`config.mk`:
```
export PLATFORM = sky130hd
export DESIGN_NAME = instr_dispatch
export DESIGN_NICKNAME = d
export VERILOG_FILES = /design/src/rtl/instr_dispatch_pkg.sv /design/src/rtl/instr_dispatch_slot.sv /design/src/rtl/instr_dispatch.sv
export SDC_FILE = /design/constraint.sdc
export NUM_CORES = 1
export LEC_CHECK = 0
export ABC_AREA = 1
export CAP_MARGIN = 0
export CORE_UTILIZATION = 23
export DETAILED_ROUTE_END_ITERATION = 6
export GPL_TIMING_DRIVEN = 0
export PLACE_DENSITY = 0.53
export SLEW_MARGIN = 20
export SYNTH_ARGS = -nofsm -noshare
export SYNTH_HDL_FRONTEND = slang
export SYNTH_HIERARCHICAL = 1
export SYNTH_SLANG_ARGS = --single-unit
```
`constraint.sdc`:
```
create_clock -name clk -period 2.4 [get_ports clk]
set_clock_uncertainty 0.05 [all_clocks]
set_input_delay 0.36 -clock clk [delete_from_list [all_inputs] [get_ports clk]]
set_output_delay 0.36 -clock clk [all_outputs]
set_load 0.03 [all_outputs]
```
`src/rtl/instr_dispatch_pkg.sv`:
```
// Shared definitions for the instruction dispatch stage: branch/commit-ID
// sizing, FSM state constants, pending-mask layout and the slot payload.
package instr_dispatch_pkg;

  // Branch and commit-ID sizing shared with the decode and commit stages.
  localparam int N_INSTR_BRANCHES = 4;
  localparam int INSTR_BRANCH_MAC = 2;
  localparam int COMMIT_ID_WIDTH  = 4;
  localparam int BRANCH_W         = $clog2(N_INSTR_BRANCHES);

  // Pending mask: 16 channel registers plus the accumulator on top.
  localparam int PEND_W  = 17;
  localparam int ACC_BIT = 16;

  // FSM states.
  localparam logic [1:0] ST_IDLE  = 2'd0;
  localparam logic [1:0] ST_RUN   = 2'd1;
  localparam logic [1:0] ST_DRAIN = 2'd2;
  localparam logic [1:0] ST_DONE  = 2'd3;

  // Fixed-width part of a slot payload; the block index is prepended by
  // the top because its width follows n_blocks.
  typedef struct packed {
    logic [3:0]                 src_a;
    logic [3:0]                 src_b;
    logic [3:0]                 dest;
    logic [COMMIT_ID_WIDTH-1:0] cid;
    logic                       flag;
  } slot_fix_t;

  // One-hot pending bit for a channel register.
  function automatic logic [PEND_W-1:0] ch_bit(input logic [3:0] ch);
    return PEND_W'(1) << ch;
  endfunction

endpackage

```
`src/rtl/instr_dispatch_slot.sv`:
```
// dispatch_slot: single-entry valid/ready payload register feeding one
// execution branch. A load on the same cycle as a drain keeps valid high.
module dispatch_slot
  import instr_dispatch_pkg::*;
#(
  parameter int W = 8
) (
  input  logic         clk,
  input  logic         reset,
  input  logic         enable,
  input  logic         load,
  input  logic [W-1:0] load_data,
  input  logic         drain_ready,
  output logic         valid,
  output logic [W-1:0] data
);

  // Hold payload until the branch takes it; refill wins over drain.
  always_ff @(posedge clk or posedge reset) begin
    if (reset) begin
      valid <= 1'b0;
      data  <= '0;
    end else if (enable) begin
      if (load) begin
        valid <= 1'b1;
        data  <= load_data;
      end else if (valid && drain_ready) begin
        valid <= 1'b0;
      end
    end
  end

endmodule

```
`src/rtl/instr_dispatch.sv`:
```
// instr_dispatch: issue stage in front of commit. Tags instructions with a
// sequential commit ID, routes them to per-branch slots and stalls on
// register/accumulator hazards and a full commit-ID window.
// Optional feature macro: DISPATCH_SCOREBOARD_EN (pending-mask hazard
// tracking). Without it issue is fully serial.
module instr_dispatch
  import instr_dispatch_pkg::*;
#(
  parameter int data_width = 16,
  parameter int n_blocks   = 256
) (
  input  logic                                              clk,
  input  logic                                              reset,
  input  logic                                              enable,
  input  logic                                              sample_tick,
  input  logic                                              instr_valid,
  output logic                                              instr_ready,
  input  logic [$clog2(n_blocks)-1:0]                       instr_block,
  input  logic [BRANCH_W-1:0]                               instr_branch,
  input  logic [3:0]                                        instr_src_a,
  input  logic [3:0]                                        instr_src_b,
  input  logic [3:0]                                        instr_dest,
  input  logic                                              instr_writes_ch,
  input  logic                                              instr_reads_acc,
  input  logic                                              instr_flag,
  input  logic                                              instr_last,
  output logic [N_INSTR_BRANCHES-1:0]                       out_valid,
  input  logic [N_INSTR_BRANCHES-1:0]                       out_ready,
  output logic [N_INSTR_BRANCHES-1:0][$clog2(n_blocks)-1:0] out_block,
  output logic [N_INSTR_BRANCHES-1:0][3:0]                  out_src_a,
  output logic [N_INSTR_BRANCHES-1:0][3:0]                  out_src_b,
  output logic [N_INSTR_BRANCHES-1:0][3:0]                  out_dest,
  output logic [N_INSTR_BRANCHES-1:0][COMMIT_ID_WIDTH-1:0]  out_commit_id,
  output logic [N_INSTR_BRANCHES-1:0]                       out_commit_flag,
  input  logic [COMMIT_ID_WIDTH-1:0]                        next_commit_id,
  input  logic                                              channel_write_enable,
  input  logic [3:0]                                        channel_write_addr,
  input  logic                                              accumulator_write_enable,
  output logic                                              program_done,
  output logic                                              overrun
);

  localparam int BLOCK_W = $clog2(n_blocks);
  localparam int FIX_W   = $bits(slot_fix_t);
  localparam int SLOT_W  = BLOCK_W + FIX_W;
  // Sample width is not consumed here; kept for parity with sibling stages.
  localparam int unused_data_width = data_width;

  logic [1:0]                           state;
  logic [COMMIT_ID_WIDTH-1:0]           dispatch_id;
  logic [COMMIT_ID_WIDTH-1:0]           in_flight;
  logic                                 win_full;
  logic                                 is_mac;
  logic                                 slot_free;
  logic                                 issue_ok;
  logic                                 drained;
  logic                                 accept;
  logic [N_INSTR_BRANCHES-1:0]          slot_load;
  logic [SLOT_W-1:0]                    slot_in;
  logic [N_INSTR_BRANCHES-1:0][SLOT_W-1:0] slot_q;
  slot_fix_t                            fix_in;

  // Window: IDs handed out but not yet committed; one short of 2^W so an
  // ID is never reused while still in flight.
  assign in_flight = dispatch_id - next_commit_id;
  assign win_full  = &in_flight;
  assign is_mac    = (instr_branch == BRANCH_W'(INSTR_BRANCH_MAC));
  assign slot_free = !out_valid[instr_branch] || out_ready[instr_branch];

`ifdef DISPATCH_SCOREBOARD_EN
  logic [PEND_W-1:0]  pending;
  logic [PEND_W-1:0]  pend_set;
  logic [PEND_W-1:0]  pend_clr;
  logic [ACC_BIT-1:0] ch_pend;
  logic               hazard;

  assign ch_pend = pending[ACC_BIT-1:0];
  // Registered mask only: a commit-stage clear is visible next cycle.
  assign hazard  = ch_pend[instr_src_a] | ch_pend[instr_src_b]
                 | (instr_writes_ch & ch_pend[instr_dest])
                 | ((instr_reads_acc | is_mac) & pending[ACC_BIT]);
  assign issue_ok = !hazard && !win_full;
  assign drained  = (in_flight == '0) && (pending == '0);

  // Pending bits set by accepted writers, cleared by commit-stage strobes.
  always_comb begin
    pend_set = '0;
    pend_clr = '0;
    if (accept && instr_writes_ch) pend_set = pend_set | ch_bit(instr_dest);
    if (accept && is_mac)          pend_set[ACC_BIT] = 1'b1;
    if (channel_write_enable)      pend_clr = pend_clr | ch_bit(channel_write_addr);
    if (accumulator_write_enable)  pend_clr[ACC_BIT] = 1'b1;
  end

  // Pending mask register.
  always_ff @(posedge clk or posedge reset) begin
    if (reset)       pending <= '0;
    else if (enable) pending <= (pending & ~pend_clr) | pend_set;
  end
`else
  logic unused_sb;
  // Serial issue: only when nothing is in flight and every slot is empty.
  assign issue_ok  = (in_flight == '0) && (out_valid == '0);
  assign drained   = (in_flight == '0);
  assign unused_sb = ^{instr_writes_ch, instr_reads_acc, channel_write_enable,
                       channel_write_addr, accumulator_write_enable, is_mac, win_full};
`endif

  assign instr_ready  = enable && (state == ST_RUN) && slot_free && issue_ok;
  assign accept       = instr_valid && instr_ready;
  assign program_done = (state == ST_DONE);

  assign fix_in  = '{src_a: instr_src_a, src_b: instr_src_b, dest: instr_dest,
                     cid: dispatch_id, flag: instr_flag};
  assign slot_in = {instr_block, fix_in};

  for (genvar b = 0; b < N_INSTR_BRANCHES; b++) begin : g_slot
    slot_fix_t fix_q;
    assign slot_load[b] = accept && (instr_branch == BRANCH_W'(b));
    dispatch_slot #(.W(SLOT_W)) u_slot (
      .clk        (clk),
      .reset      (reset),
      .enable     (enable),
      .load       (slot_load[b]),
      .load_data  (slot_in),
      .drain_ready(out_ready[b]),
      .valid      (out_valid[b]),
      .data       (slot_q[b])
    );
    assign fix_q              = slot_q[b][FIX_W-1:0];
    assign out_block[b]       = slot_q[b][SLOT_W-1:FIX_W];
    assign out_src_a[b]       = fix_q.src_a;
    assign out_src_b[b]       = fix_q.src_b;
    assign out_dest[b]        = fix_q.dest;
    assign out_commit_id[b]   = fix_q.cid;
    assign out_commit_flag[b] = fix_q.flag;
  end

  // Run FSM, commit-ID counter and sticky overrun flag.
  always_ff @(posedge clk or posedge reset) begin
    if (reset) begin
      state       <= ST_IDLE;
      dispatch_id <= '0;
      overrun     <= 1'b0;
    end else if (enable) begin
      if (accept)                           dispatch_id <= dispatch_id + 1'b1;
      if (sample_tick && state != ST_IDLE)  overrun <= 1'b1;
      case (state)
        ST_IDLE:  if (sample_tick)           state <= ST_RUN;
        ST_RUN:   if (accept && instr_last)  state <= ST_DRAIN;
        ST_DRAIN: if (drained)               state <= ST_DONE;
        ST_DONE:                             state <= ST_IDLE;
        default:                             state <= ST_IDLE;
      endcase
    end
  end

endmodule

```
======== Word-level counts from Yosys, hierarchy flattened ========
Index checks and enable logic that the tools add are counted.
word-level totals
  register bits ........................... 111
  input bits .............................. 45
  output and inout port bits .............. 107
  word-level logic and storage cells ...... 76
operators by class
  add/sub/neg operators ................... 2
  $lt $le $gt $ge ......................... 1
  eq/ne operators ......................... 9
  mux-type cells .......................... 16
  reductions and logical operators ........ 37
operators with widths
  cell                                                        count
  AND reduction 2 bit                                         10
  logical AND 1 bit                                           15
  2-to-1 mux 1 bit                                            10
  nonzero test 2 bit                                          5
  == test 2 bit, second input constant                        4
  zero test 4 bit                                             2
  case mux 2 bit (4 select lines)                             1
  2-to-1 mux 2 bit                                            3
  adder 4 x 1 -> 4 bit, second input constant                 1
  binary-select mux 1 bit (select 2 bit)                      2
  == test 2 x 1 -> 1 bit, second input constant               2
  zero test 2 bit                                             2
  != test 2 bit, second input constant                        2
  AND reduction 4 bit                                         1
  subtractor 4 bit                                            1
  less-than comparator 2 x 3 -> 1 bit, second input constant  1
  != test 2 x 1 -> 1 bit, second input constant               1
  zero test 1 bit                                             1
  logical OR 1 bit                                            1

======== Logic depth before layout (Yosys ltp) ========
Gate-level depths: netlist (run 1).
  depth after elaboration ................. 10
  depth in mapped cells ................... 16
  gate-level depth less buffers ........... 14

======== Hierarchy ========
The synthesis (run 1) kept the hierarchy.
by module, submodules not included
  module          times used  cells an instance  area an instance (um2)  sequential area each (um2)
  dispatch_slot   4           114                1088.5                  650.6
  instr_dispatch  1           82                 609.3                   175.2

======== Worst setup path before layout (run 1) ========
Ideal clock, no wire load.
  kind .................................... register to output
  start point ............................. register dispatch_id[2]
  end point ............................... output instr_ready
  arrival ................................. 1.940 ns
  required time ........................... 1.990 ns
  setup slack ............................. 0.050 ns
  cell stages (with the launch flop) ...... 8
  path buffers ............................ 0
  cell sequence ........................... dfrtp_1 > ha_1 > or2_1 > nand3_2 > nand2_2 > nor2_4 > inv_2 > nor3_1
between the ends
  cells in the longest elaborated chain, start to end .. 4
RTL lines
  item                    RTL line               source
  from (decl)             instr_dispatch.sv:50   logic [COMMIT_ID_WIDTH-1:0] dispatch_id;
  from (signal assigned)  instr_dispatch.sv:146  if (accept) dispatch_id <= dispatch_id + 1'b1;
  subtractor 4 bit        instr_dispatch.sv:65   assign in_flight = dispatch_id - next_commit_id;
  zero test 4 bit         instr_dispatch.sv:103  assign issue_ok = (in_flight == '0) && (out_valid == '0);
  logical AND 1 bit       instr_dispatch.sv:103
  logical AND 1 bit       instr_dispatch.sv:109  assign instr_ready = enable && (state == ST_RUN) && slot_free && issue_ok;
  to (decl)               instr_dispatch.sv:17   output logic instr_ready,
No other way between the ends.

======== Worst setup path in the final report (run 1) ========
Same ends and word-level chain as after synthesis.

==> results of run 1 <==
-- cell type report --
class / instances / area, sq um
plain buffers: 32 / 330.3
clock buffers: 12 / 256.5
clock inverters: 4 / 53.80
fillers: 2216 / 13910
inverters: 22 / 82.58
multi-input cells: 373 / 1854
flip-flops and latches: 111 / 2781
well taps: 275 / 344.1
repair buffers: 149 / 1478
-- power by group --
group          internal [W]  switching [W]
sequential          0.00202       0.000116
clock              0.000870       0.000707
combinational      0.000499       0.000730
-- flip-flops by register name, indices dropped and copies added, names as in the netlist --
name,cells
overrun,1
g_slot.u_slot/valid,4
g_slot.u_slot/data,100
state,2
dispatch_id,4
-- metal layers --
| metal | routed length, microns | up-vias |
|---|---|---|
| li1 | - | 2032 |
| met1 | 7269 | 1975 |
| met2 | 7074 | 145 |
| met3 | 1273 | 16 |
| met4 | 221 | 0 |
| met5 | 0 | - |
-- per-stage QoR --
stage | utilization, % | setup TNS, ns | total power, W | hold slack, ns
after CTS | 33.81 | -0.04791 | 0.004972 | 0.3809
after detailed placement | 31.96 | -45.98 | 0.003303 | 0.4090
after floorplan | - | 0 | 0.002806 | 0.1134
final | 34.05 | 0 | 0.004947 | 0.4248
after global placement | 31.96 | -43.47 | 0.003296 | 0.4060
after global routing | 34.05 | -0.01366 | 0.005198 | 0.4356
-- cell usage after synthesis (2+ instances only) --
master   instances
nand2_1        219
dfrtp_1        111
nand3_1        105
buf_6           24
inv_1           21
nand2_2         13
buf_4            8
ha_1             8
nor3_1           5
nand2_8          4
nor2_1           4
nand4_1          2
o21ai_0          2
xor2_1           2
-- path summary, 6_finish.rpt --
kind / startpoint / to / slack (ns)
worst max register to register: dispatch_id[2] / g_slot[3].u_slot/data[24] / 0.15
min in group asynchronous: reset / dispatch_id[3] / 0.45
worst max-delay path: dispatch_id[2] / instr_ready / 0.06
worst min register to register: g_slot[0].u_slot/data[20] / g_slot[0].u_slot/data[20] / 0.42
worst min-delay path: g_slot[0].u_slot/data[20] / g_slot[0].u_slot/data[20] / 0.42
max in group asynchronous: reset / g_slot[1].u_slot/data[6] / 1.32
-- cell families (layout without fill, tap and decap cells) --
logic type / Yosys count / after routing / share of synthesized area, %
flops: 111 / 111 / 55.96
simple gates: 358 / 358 / 32.62
fa+ha+maj: 8 / 8 / 2.017
compound gates: 4 / 4 / 0.5546
buf+inv: 54 / 219 / 8.319
xor+xnor: 3 / 3 / 0.5295
-- worst min-delay path, delay by kind of cell (launching register included) --
family / cells / cell delay (ns)
DFF: 1 / 0.34
and+or+nand+nor: 2 / 0.11
-- what timing repair did --
item | in CTS | in global routing
setup buffers | 5 | 1
pin swaps | 4 | 6
hold buffers | 0 | 0
endpoints found under the setup margin | 105 | 84
resized for setup | 21 | 10
==> impl_table.tex, run 1 <==
\begin{tabular}{lr}
\hline
Metric & Value \\
\hline
\multicolumn{2}{l}{\textbf{Drt}} \\
\quad Routed length per placed instance & 16.19 microns \\
\quad Vias after detailed routing & roughly 4200 \\
\quad Length of the first detailed-routing pass in iterations & 4 \\
\quad Vias per Instance & around 4.3 \\
\quad Antenna-violating nets left & 0 \\
\quad Number of DRC violations after detailed-routing iteration 0 & 190 \\
\quad Wire length after detailed routing & $\sim$16 mm \\
\quad Count of unresolved DRC violations after routing & 0 \\
\multicolumn{2}{l}{\textbf{Timing}} \\
\quad Number of hold violations in the final report & 0 \\
\quad Final worst-path cycle share & between 90\% and 100\% \\
\quad Max-slew headroom & 60.14\% \\
\quad Setup repair after global routing missed its margin & yes \\
\quad Post-route worst setup slack & 0.05879 ns \\
\quad Number of endpoints failing setup at the final stage & 0 \\
\quad Crit path time final & around 2.3 ns \\
\quad Timing-limited maximum frequency & $\sim$430 MHz \\
\quad Number of max-slew violations in the final report & 0 \\
\quad Measured slew at the worst slew-check pin & about 0.6 ns \\
\multicolumn{2}{l}{\textbf{Global route}} \\
\quad Met1 Resource Use GR & roughly a fifth \\
\quad Vias in the first global route & 4103 \\
\quad Global-route met3 utilization & around 4.2\% \\
\quad Antenna violations before repair & 0 \\
\quad Global-route wire length before repair & between 20 and 25 mm \\
\quad GRT Overall Usage & between 10\% and 20\% \\
\quad Pin count of the biggest net entering global routing & 27 \\
\quad GR peak layer & met2 \\
\quad Sum of overflow across all layers after global routing & 0 \\
\quad Global-route track usage on met2 & between 20\% and 30\% \\
\multicolumn{2}{l}{\textbf{Synth}} \\
\quad Largest cells by area after synthesis & dfrtp\_1, nand2\_1, nand3\_1 \\
\quad Number of different library cells in the post-synthesis netlist & 24 \\
\quad Net count of the mapped netlist & approximately 590 \\
\quad Synth Register Bits & 111 \\
\quad Cell type with the largest total area after synthesis & dfrtp\_1 \\
\quad Number of warnings reported in the yosys synthesis log & 6 \\
\quad Count of flip-flops with a built-in enable after synthesis & 0 \\
\quad Mapped Area & 4964 sq um \\
\quad Post-synth top area share & roughly 56\% \\
\quad Seq/Total Area, Yosys & between 50 and 60\% \\
\quad Async set-reset flop share out of synthesis & 100.0\% \\
\quad Main synth FF type & dfrtp\_1 \\
\quad Instance count of the mapped netlist & roughly 540 \\
\quad Per-instance average area after synthesis & a little over 9 sq um \\
\multicolumn{2}{l}{\textbf{Finish}} \\
\quad Most used cells in the layout excluding fill and tap cells & nand2\_1, clkdlybuf4s50\_1, dfrtp\_1 \\
\quad Antenna Cells & 0 \\
\quad Non-filler instance count after layout & 978 \\
\quad Area Overhead vs Synth & 44.67\% \\
\quad Final nets & $\sim$750 \\
\quad Fraction of final layout cells sized beyond drive strength 1 & about 14\% \\
\quad Most common cell after layout, fill and taps aside & nand2\_1 \\
\quad Final design area excluding fillers & between 7000 and 8000 sq um \\
\multicolumn{2}{l}{\textbf{Placed design}} \\
\quad Routability congestion estimate from global placement & roughly 0.80 \\
\quad Worst slack after detailed placement & -0.7561 ns \\
\quad Sum of net half-perimeters after detailed placement & between 10 and 15 mm \\
\quad Cells after DPL & 956 \\
\quad Placement Cell Area & about 6700 sq um \\
\quad Number of port buffers & 143 \\
\multicolumn{2}{l}{\textbf{Power and ir drop}} \\
\quad PD cells & slightly below 700 nW/um\^{}2 \\
\quad Static Leakage & 3.568 nW \\
\quad Maximum ir drop on the vdd rail & between 300 and 400 uV \\
\multicolumn{2}{l}{\textbf{Critical path}} \\
\quad Critical path capture point type & output pin \\
\quad Combined buffer and inverter count along the critical path & 2 \\
\quad Worst path top cell family by delay & simple AND/OR/NAND/NOR gates \\
\quad Type of origin of the critical path & flop \\
\quad Slowest cell on crit path & dfrtp\_2 \\
\quad Critical Path Fanout Max & 3 \\
\quad Peak per-stage delay on the critical path & between 0.4 and 0.5 ns \\
\quad Number of cells traversed by the worst register-to-register path & 12 \\
\quad Crit path cell chain & ha\_4 > or2\_4 > nand3\_2 > nand2\_2 > nor2\_4 > inv\_2 > nor3\_4 > buf\_6 \\
\quad Critical path arrival & between 1.5 and 2 ns \\
\quad Worst endpoint required time & 1.99 ns \\
\quad Worst Setup Path Type & reg2out \\
\quad Crit. path cell count & 8 \\
\multicolumn{2}{l}{\textbf{Floorplanning}} \\
\quad Ports placed on the boundary & 152 \\
\quad Die area & 22170 sq um \\
\quad Height of the die & 148.9 microns \\
\quad Floorplan row count & 53 \\
\quad Starting utilization of the core area & 23.54\% \\
\quad Horizontal die dimension & 148.9 microns \\
\quad Core footprint & roughly 21000 sq um \\
\multicolumn{2}{l}{\textbf{Clock tree}} \\
\quad Clock insertion delay at the later pin of the skew report & between 0.3 and 0.4 ns \\
\quad Number of H-tree branching levels & 3 \\
\quad CTS buffer count & 9 \\
\quad Sinks on Clock Net & around 110 \\
\quad Clock tree root driver cell & clkbuf\_16 \\
\quad CTS tree & yes \\
\quad Worst-case clock buffer depth & 2 \\
\quad Worst-path clk slew & 0.07 ns \\
\multicolumn{2}{l}{\textbf{Worst hold path}} \\
\quad Min-delay worst type & reg2reg \\
\quad Cells on Worst Hold Path & 2 \\
\multicolumn{2}{l}{\textbf{Outcome}} \\
\quad Run status & finished, final reports clean \\
\multicolumn{2}{l}{\textbf{Job}} \\
\quad Number of violations of the max-capacitance limit & 0 \\
\hline
\end{tabular}
Power figures use the tool's default switching activity.
==> run 2: changes to the inputs <==
- CELL_PAD_IN_SITES_DETAIL_PLACEMENT: not set -> 2
- CELL_PAD_IN_SITES_GLOBAL_PLACEMENT: not set -> 2
- PLACE_DENSITY: 0.53 -> 0.77
==> run 2 against run 1 <==
Effect of this change:
- clock power hardly changed
- fmax down 0.57%
- cell area rose by 0.58%
- flip-flop and latch count unchanged
- non-clock buffer count is 5 higher
- wire length up 15%
- count of clock-buffer cells in the layout shrank 2
- hold slack better by 0.0018 ns
==> impl_table.tex, run 2 (same netlist as run 1, synthesis figures left out) <==
\begin{tabular}{lr}
\hline
Metric & Value \\
\hline
\multicolumn{2}{l}{\textbf{Floorplanning}} \\
\quad Core footprint & 21090 sq um (unchanged) \\
\quad Die area & 22170 sq um (unchanged) \\
\quad Ports placed on the boundary & 152 (unchanged) \\
\quad Starting utilization of the core area & 23.54\% (unchanged) \\
\quad Height of the die & 148.9 microns (unchanged) \\
\quad Floorplan row count & 53 (unchanged) \\
\quad Horizontal die dimension & 148.9 microns (unchanged) \\
\multicolumn{2}{l}{\textbf{Outcome}} \\
\quad Run status & finished, final reports clean \\
\multicolumn{2}{l}{\textbf{Finish}} \\
\quad Final design area excluding fillers & 7222 sq um (+0.58\%) \\
\quad Fraction of final layout cells sized beyond drive strength 1 & 15.25\% (+1.0 points) \\
\quad Most common cell after layout, fill and taps aside & nand2\_1 \\
\quad Largest Register & g\_slot.u\_slot/data \\
\quad Largest registers ranked by flip-flop count & g\_slot.u\_slot/data: 100 flops, dispatch\_id: 4 flops, g\_slot.u\_slot/valid: 4 flops \\
\quad Fill cell count & 2337 (+5.5\%) \\
\quad Largest register FFs & 100 (unchanged) \\
\quad Most used cells in the layout excluding fill and tap cells & nand2\_1, clkdlybuf4s50\_1, dfrtp\_1 \\
\quad Final nets & 756 (+0.67\%) \\
\quad Non-filler instance count after layout & 983 (+0.51\%) \\
\quad Area Overhead vs Synth & 45.50\% \\
\quad Antenna Cells & 0 (unchanged) \\
\multicolumn{2}{l}{\textbf{Clock tree}} \\
\quad CTS tree & yes \\
\quad Worst-case clock buffer depth & 2 (unchanged) \\
\quad Clock insertion delay at the later pin of the skew report & 0.36 ns (about the same) \\
\quad CTS buffer count & 9 (unchanged) \\
\quad CTS Hold Buffers Added & 0 (unchanged) \\
\quad Number of H-tree branching levels & 3 (unchanged) \\
\quad Clock tree root driver cell & clkbuf\_16 \\
\quad Sinks on Clock Net & 111 (unchanged) \\
\quad Worst-path clk slew & 0.08 ns (about the same) \\
\multicolumn{2}{l}{\textbf{Critical path}} \\
\quad RR Startpoint & dispatch\_id[2] \\
\quad Crit path cell chain & ha\_4 > nor2\_1 > nand2\_4 > nand3\_2 > nand2\_2 > nor2\_4 > inv\_2 > nor3\_4 > buf\_6 \\
\quad Combined buffer and inverter count along the critical path & 2 (unchanged) \\
\quad Slowest cell on crit path & dfrtp\_2 \\
\quad Critical path capture point type & output pin \\
\quad Crit. path cell count & 9 (+1) \\
\quad Worst path top cell family by delay & simple AND/OR/NAND/NOR gates \\
\quad Peak per-stage delay on the critical path & 0.44 ns (about the same) \\
\quad Type of origin of the critical path & flop \\
\quad Number of cells traversed by the worst register-to-register path & 13 (+1) \\
\quad Critical Path Fanout Max & 3 (unchanged) \\
\quad Critical path launch point & dispatch\_id[2] \\
\quad Critical path arrival & 1.94 ns (about the same) \\
\quad End of the critical path & instr\_ready \\
\quad Worst-case register-to-register setup slack & 0.09 ns (-0.06 ns) \\
\quad Worst Setup Path Type & reg2out \\
\quad Capture instance of the worst register-to-register path & g\_slot[3].u\_slot/data[14] \\
\quad Worst endpoint required time & 1.99 ns (about the same) \\
\multicolumn{2}{l}{\textbf{Drt}} \\
\quad Met1 Routed Length & 7.902 mm (+8.7\%) \\
\quad Antenna-violating nets left & 0 (unchanged) \\
\quad Wire length after detailed routing & 18.16 mm (+15\%) \\
\quad Number of DRC violations after detailed-routing iteration 0 & 124 (-35\%) \\
\quad Vias after detailed routing & 4390 (+5.3\%) \\
\quad Met2 routed wirelength & 9.127 mm (+29\%) \\
\quad Routed length per placed instance & 18.48 microns (+14\%) \\
\quad Vias per Instance & 4.466 (+4.8\%) \\
\quad Length of the first detailed-routing pass in iterations & 4 (unchanged) \\
\quad Count of unresolved DRC violations after routing & 0 (unchanged) \\
\quad DR WL met3 & 803 microns (-37\%) \\
\quad Highest layer used for signal routing & met4 \\
\multicolumn{2}{l}{\textbf{Placed design}} \\
\quad Placement Cell Area & 6739 sq um (unchanged) \\
\quad Worst slack after detailed placement & -0.6917 ns (+0.06436 ns) \\
\quad Cells after DPL & 956 (unchanged) \\
\quad Routability congestion estimate from global placement & 0.7862 (-1.4\%) \\
\quad Number of port buffers & 143 (unchanged) \\
\quad Sum of net half-perimeters after detailed placement & 13.99 mm (+18\%) \\
\multicolumn{2}{l}{\textbf{Power and ir drop}} \\
\quad Static Leakage & 3.598 nW (+0.85\%) \\
\quad Maximum ir drop on the vdd rail & 306.6 uV (-13\%) \\
\quad PD cells & 699.0 nW/um\^{}2 (+1.5\%) \\
\multicolumn{2}{l}{\textbf{Timing}} \\
\quad Summed negative setup slack over all endpoints & 0 ns (unchanged) \\
\quad Final worst-path cycle share & 98.11\% (+0.56 points) \\
\quad Max-slew headroom & 34.92\% (-25 points) \\
\quad Crit path time final & 2.355 ns (+0.01351 ns) \\
\quad Timing-limited maximum frequency & 424.7 MHz (-0.57\%) \\
\quad Measured slew at the worst slew-check pin & 0.9702 ns (+0.3732 ns) \\
\quad Post-route worst setup slack & 0.04528 ns (-0.01351 ns) \\
\quad Number of hold violations in the final report & 0 (unchanged) \\
\quad WHS & 0.4266 ns (+0.001761 ns) \\
\quad Number of max-slew violations in the final report & 0 (unchanged) \\
\quad Number of endpoints failing setup at the final stage & 0 (unchanged) \\
\multicolumn{2}{l}{\textbf{Job}} \\
\quad Number of violations of the max-capacitance limit & 0 (unchanged) \\
\multicolumn{2}{l}{\textbf{Global route}} \\
\quad Global-route wire length before repair & 28.08 mm (+17\%) \\
\quad Sum of overflow across all layers after global routing & 0 (unchanged) \\
\quad GRT Overall Usage & 16.92\% (+2.2 points) \\
\quad Vias in the first global route & 5008 (+22\%) \\
\quad Antenna violations before repair & 0 (unchanged) \\
\quad Pin count of the biggest net entering global routing & 27 (unchanged) \\
\multicolumn{2}{l}{\textbf{Worst hold path}} \\
\quad Min-delay worst type & in2async \\
\hline
\end{tabular}
[run 2: routing by layer]
metal,GRT usage (%),vias up
met5,0,-
met1,20.41,2191
met4,5.000,0
met3,3.456,26
met2,30.14,134
li1,-,2039
[run 2: what timing repair did]
item | in CTS | in global routing
pin swaps | 10 | 5
setup buffers | 6 | 5
gates resized for setup | 23 | 12
hold endpoints to repair | 0 | 0
setup endpoints to repair | 105 | 98
[run 2: final cells by class]
class / instances / area (sq um) / area share (%)
Tap cell: 275 / 344.1 / 4.764
Clock inverter: 6 / 66.31 / 0.9182
Inverter: 22 / 82.58 / 1.143
Timing Repair Buffer: 154 / 1515 / 20.98
Clock buffer: 10 / 239.0 / 3.309
Sequential cell: 111 / 2781 / 38.51
Buffer: 32 / 330.3 / 4.574
Multi-Input combinational cell: 373 / 1863 / 25.80
[run 2: where the power goes]
| part | internal (W) | total (W) | leakage (nW) | switching, W |
|---|---|---|---|---|
| Combinational | 0.000521 | 0.00131 | 1.92 | 0.000786 |
| Sequential | 0.00202 | 0.00215 | 1.53 | 0.000123 |
| Clock | 0.000848 | 0.00160 | 0.154 | 0.000747 |
| Total | 0.00339 | 0.00505 | 3.60 | 0.00166 |
[run 2: how the worst min path moves through the flow]
| stage | startpoint | to | slack, ns | cells past startpoint |
|---|---|---|---|---|
| final | reset | state[1] | 0.43 | 2 |
| after global routing | reset | dispatch_id[3] | 0.46 | 2 |
| after CTS | reset | dispatch_id[3] | 0.37 | 2 |
| after detailed placement | g_slot[1].u_slot/data[17] | g_slot[1].u_slot/data[17] | 0.41 | 2 |
| after global placement | g_slot[1].u_slot/data[5] | g_slot[1].u_slot/data[5] | 0.41 | 2 |
| after floorplan | reset | dispatch_id[0] | 0.11 | 1 |
[run 2: stage by stage]
step,total power [W],util (%)
after floorplan,0.002806,-
after global placement,0.003284,31.96
after detailed placement,0.003349,31.96
after CTS,0.005041,33.86
after global routing,0.005268,34.25
final,0.005048,34.25
[run 2: worst reg2reg max path: stages (launching register included)]
cell and delay, ns:
dfrtp_2 0.44, ha_4 0.17, nor2_1 0.23, nand2_4 0.08, nand3_2 0.08, nand2_2 0.06
nor2_4 0.16, nand3_4 0.17, nor3_4 0.19, buf_6 0.19, nand2_8 0.09, buf_6 0.15
nand2_1 0.08, nand2_1 0.06
==> run 3: changes to the inputs <==
- CORE_MARGIN: not set -> 2
==> run 3 against run 2 <==
Effect of this change:
- critical path depth shrank 1
- total power grew 1.1%
- die area up 2.7%
==> impl_table.tex, run 3 (same netlist as run 1, synthesis figures left out) <==
\begin{tabular}{lr}
\hline
Metric & Value \\
\hline
\multicolumn{2}{l}{\textbf{Outcome}} \\
\quad Run status & finished, final reports clean \\
\multicolumn{2}{l}{\textbf{Worst hold path}} \\
\quad Hold Crit Endpoint & g\_slot[1].u\_slot/data[5] \\
\quad Cells on Worst Hold Path & 2 \\
\quad Min-delay worst type & reg2reg \\
\quad Origin of the worst min-delay path & g\_slot[1].u\_slot/data[5] \\
\multicolumn{2}{l}{\textbf{Clock tree}} \\
\quad Clock insertion delay at the later pin of the skew report & 0.35 ns (about the same) \\
\quad Worst-path clk slew & 0.07 ns (about the same) \\
\quad Sinks on Clock Net & 111 (unchanged) \\
\quad CTS tree & yes \\
\quad CTS Hold Buffers Added & 0 (unchanged) \\
\quad Number of H-tree branching levels & 3 (unchanged) \\
\quad Worst-case clock buffer depth & 2 (unchanged) \\
\quad Clock tree root driver cell & clkbuf\_16 \\
\quad CTS buffer count & 9 (unchanged) \\
\multicolumn{2}{l}{\textbf{Finish}} \\
\quad Most common cell after layout, fill and taps aside & nand2\_1 \\
\quad Largest registers ranked by flip-flop count & g\_slot.u\_slot/data: 100 flops, dispatch\_id: 4 flops, g\_slot.u\_slot/valid: 4 flops \\
\quad Area Overhead vs Synth & 48.88\% \\
\quad Fraction of final layout cells sized beyond drive strength 1 & 17.81\% (+2.6 points) \\
\quad Largest register FFs & 100 (unchanged) \\
\quad Antenna Cells & 0 (unchanged) \\
\quad Most used cells in the layout excluding fill and tap cells & nand2\_1, clkdlybuf4s50\_1, dfrtp\_1 \\
\quad Fill cell count & 2332 (-0.21\%) \\
\quad Final nets & 761 (+0.66\%) \\
\quad Largest Register & g\_slot.u\_slot/data \\
\multicolumn{2}{l}{\textbf{Critical path}} \\
\quad Type of origin of the critical path & flop \\
\quad Worst Setup Path Type & reg2out \\
\quad Worst endpoint required time & 1.99 ns (about the same) \\
\quad RR Startpoint & dispatch\_id[2] \\
\quad Critical path launch point & dispatch\_id[2] \\
\quad Number of cells traversed by the worst register-to-register path & 12 (-1) \\
\quad Critical path arrival & 1.93 ns (about the same) \\
\quad Worst-case register-to-register setup slack & 0.09 ns (about the same) \\
\quad Capture instance of the worst register-to-register path & g\_slot[3].u\_slot/data[14] \\
\quad Critical Path Fanout Max & 3 (unchanged) \\
\quad Critical path capture point type & output pin \\
\multicolumn{2}{l}{\textbf{Power and ir drop}} \\
\quad PD cells & 691.0 nW/um\^{}2 (-1.1\%) \\
\quad Maximum ir drop on the vdd rail & 324.6 uV (+5.9\%) \\
\quad Static Leakage & 3.662 nW (+1.8\%) \\
\multicolumn{2}{l}{\textbf{Global route}} \\
\quad GRT Overall Usage & 16.97\% (+0.047 points) \\
\quad Pin count of the biggest net entering global routing & 27 (unchanged) \\
\quad Sum of overflow across all layers after global routing & 0 (unchanged) \\
\quad Global-route wire length before repair & 28.79 mm (+2.5\%) \\
\quad Vias in the first global route & 4945 (-1.3\%) \\
\quad Antenna violations before repair & 0 (unchanged) \\
\multicolumn{2}{l}{\textbf{Floorplanning}} \\
\quad Core footprint & 21090 sq um (unchanged) \\
\quad Floorplan row count & 53 (unchanged) \\
\quad Die area & 22770 sq um (+2.7\%) \\
\quad Height of the die & 150.9 microns (+1.3\%) \\
\quad Starting utilization of the core area & 23.54\% (unchanged) \\
\quad Ports placed on the boundary & 152 (unchanged) \\
\quad Horizontal die dimension & 150.9 microns (+1.3\%) \\
\multicolumn{2}{l}{\textbf{Timing}} \\
\quad WHS & 0.4283 ns (+0.001692 ns) \\
\quad Final worst-path cycle share & 97.44\% (-0.67 points) \\
\quad Crit path time final & 2.339 ns (-0.01617 ns) \\
\quad Measured slew at the worst slew-check pin & 0.9739 ns (+0.003772 ns) \\
\quad Timing-limited maximum frequency & 427.6 MHz (+0.69\%) \\
\quad Setup repair after global routing missed its margin & yes \\
\quad Post-route worst setup slack & 0.06145 ns (+0.01617 ns) \\
\quad Number of hold violations in the final report & 0 (unchanged) \\
\quad Max-slew headroom & 34.67\% (-0.25 points) \\
\quad Number of max-slew violations in the final report & 0 (unchanged) \\
\quad Number of endpoints failing setup at the final stage & 0 (unchanged) \\
\multicolumn{2}{l}{\textbf{Placed design}} \\
\quad Sum of net half-perimeters after detailed placement & 14.44 mm (+3.2\%) \\
\quad Worst slack after detailed placement & -0.7246 ns (-0.03290 ns) \\
\quad Number of port buffers & 143 (unchanged) \\
\quad Routability congestion estimate from global placement & 0.8284 (+5.4\%) \\
\multicolumn{2}{l}{\textbf{Drt}} \\
\quad Routed length per placed instance & 19.08 microns (+3.3\%) \\
\quad Vias after detailed routing & 4470 (+1.8\%) \\
\quad Number of DRC violations after detailed-routing iteration 0 & 127 (+2.4\%) \\
\quad Antenna-violating nets left & 0 (unchanged) \\
\quad Count of unresolved DRC violations after routing & 0 (unchanged) \\
\quad Vias per Instance & 4.524 (+1.3\%) \\
\quad Wire length after detailed routing & 18.85 mm (+3.8\%) \\
\quad Length of the first detailed-routing pass in iterations & 4 (unchanged) \\
\multicolumn{2}{l}{\textbf{Job}} \\
\quad Number of violations of the max-capacitance limit & 0 (unchanged) \\
\hline
\end{tabular}
==> run 3: timing repair <==
action,in CTS,in global routing
pin swaps,8,8
setup buffers,5,10
setup endpoints to repair,105,98
gates cloned,0,1
gates resized for setup,26,30
==> run 3: metal layers <==
| metal | vias up | share of wire, % | track usage (%) |
|---|---|---|---|
| met3 | 23 | 4.6 | 3.102 |
| met4 | 0 | 1.7 | 5.047 |
| met1 | 2259 | 43 | 21.45 |
| met5 | - | 0 | 0 |
| li1 | 2052 | - | - |
| met2 | 136 | 51 | 29.57 |
==> run 3: stage by stage <==
| step | instance area, sq um | instances | setup TNS (ns) | power, W | util, % |
|---|---|---|---|---|---|
| after CTS | 7172 | 977 | -0.02870 | 0.005127 | 34.01 |
| after detailed placement | 6739 | 956 | -56.06 | 0.003374 | 31.96 |
| after floorplan | 4964 | 538 | 0 | 0.002806 | - |
| after global routing | 7390 | 988 | -0.8960 | 0.005345 | 35.04 |
| after global placement | 6739 | 956 | -41.14 | 0.003287 | 31.96 |
| final | 7390 | 988 | 0 | 0.005106 | 35.04 |
==> run 3: area by class of cell <==
cell class / count / area (sq um) / area share (%)
Inverter: 22 / 82.58 / 1.118
Tap cell: 275 / 344.1 / 4.656
Buffer: 32 / 334.1 / 4.521
Clock buffer: 13 / 260.3 / 3.522
Clock inverter: 3 / 65.06 / 0.8805
Sequential cell: 111 / 2781 / 37.64
Multi-Input combinational cell: 373 / 1931 / 26.13
Timing Repair Buffer: 159 / 1592 / 21.54
==> run 3: power breakdown <==
group          switching, W  total [W]  internal, W
Clock              0.000680    0.00165     0.000972
Sequential         0.000129    0.00215      0.00202
Combinational      0.000791    0.00130     0.000510
==> run 3: worst max-delay path, cell delays in order, from the launching register on <==
cell and delay, ns:
dfrtp_2 0.43, ha_4 0.23, or2_4 0.26, nand3_2 0.07, nand2_2 0.07, nor2_4 0.15
inv_2 0.06, nor3_2 0.11, buf_4 0.18
==> run 3: how the worst max path moves through the flow <==
stage          slack (ns)  depth (start not counted)                   endpoint
5_1_grt             -0.04                         12  g_slot[3].u_slot/data[14]
6_report             0.06                          8                instr_ready
3_3_place_gp        -0.64                         10                instr_ready
3_5_place_dp        -0.72                         10                instr_ready
4_1_cts             -0.03                          9                instr_ready
2_1_floorplan        0.05                          7                instr_ready
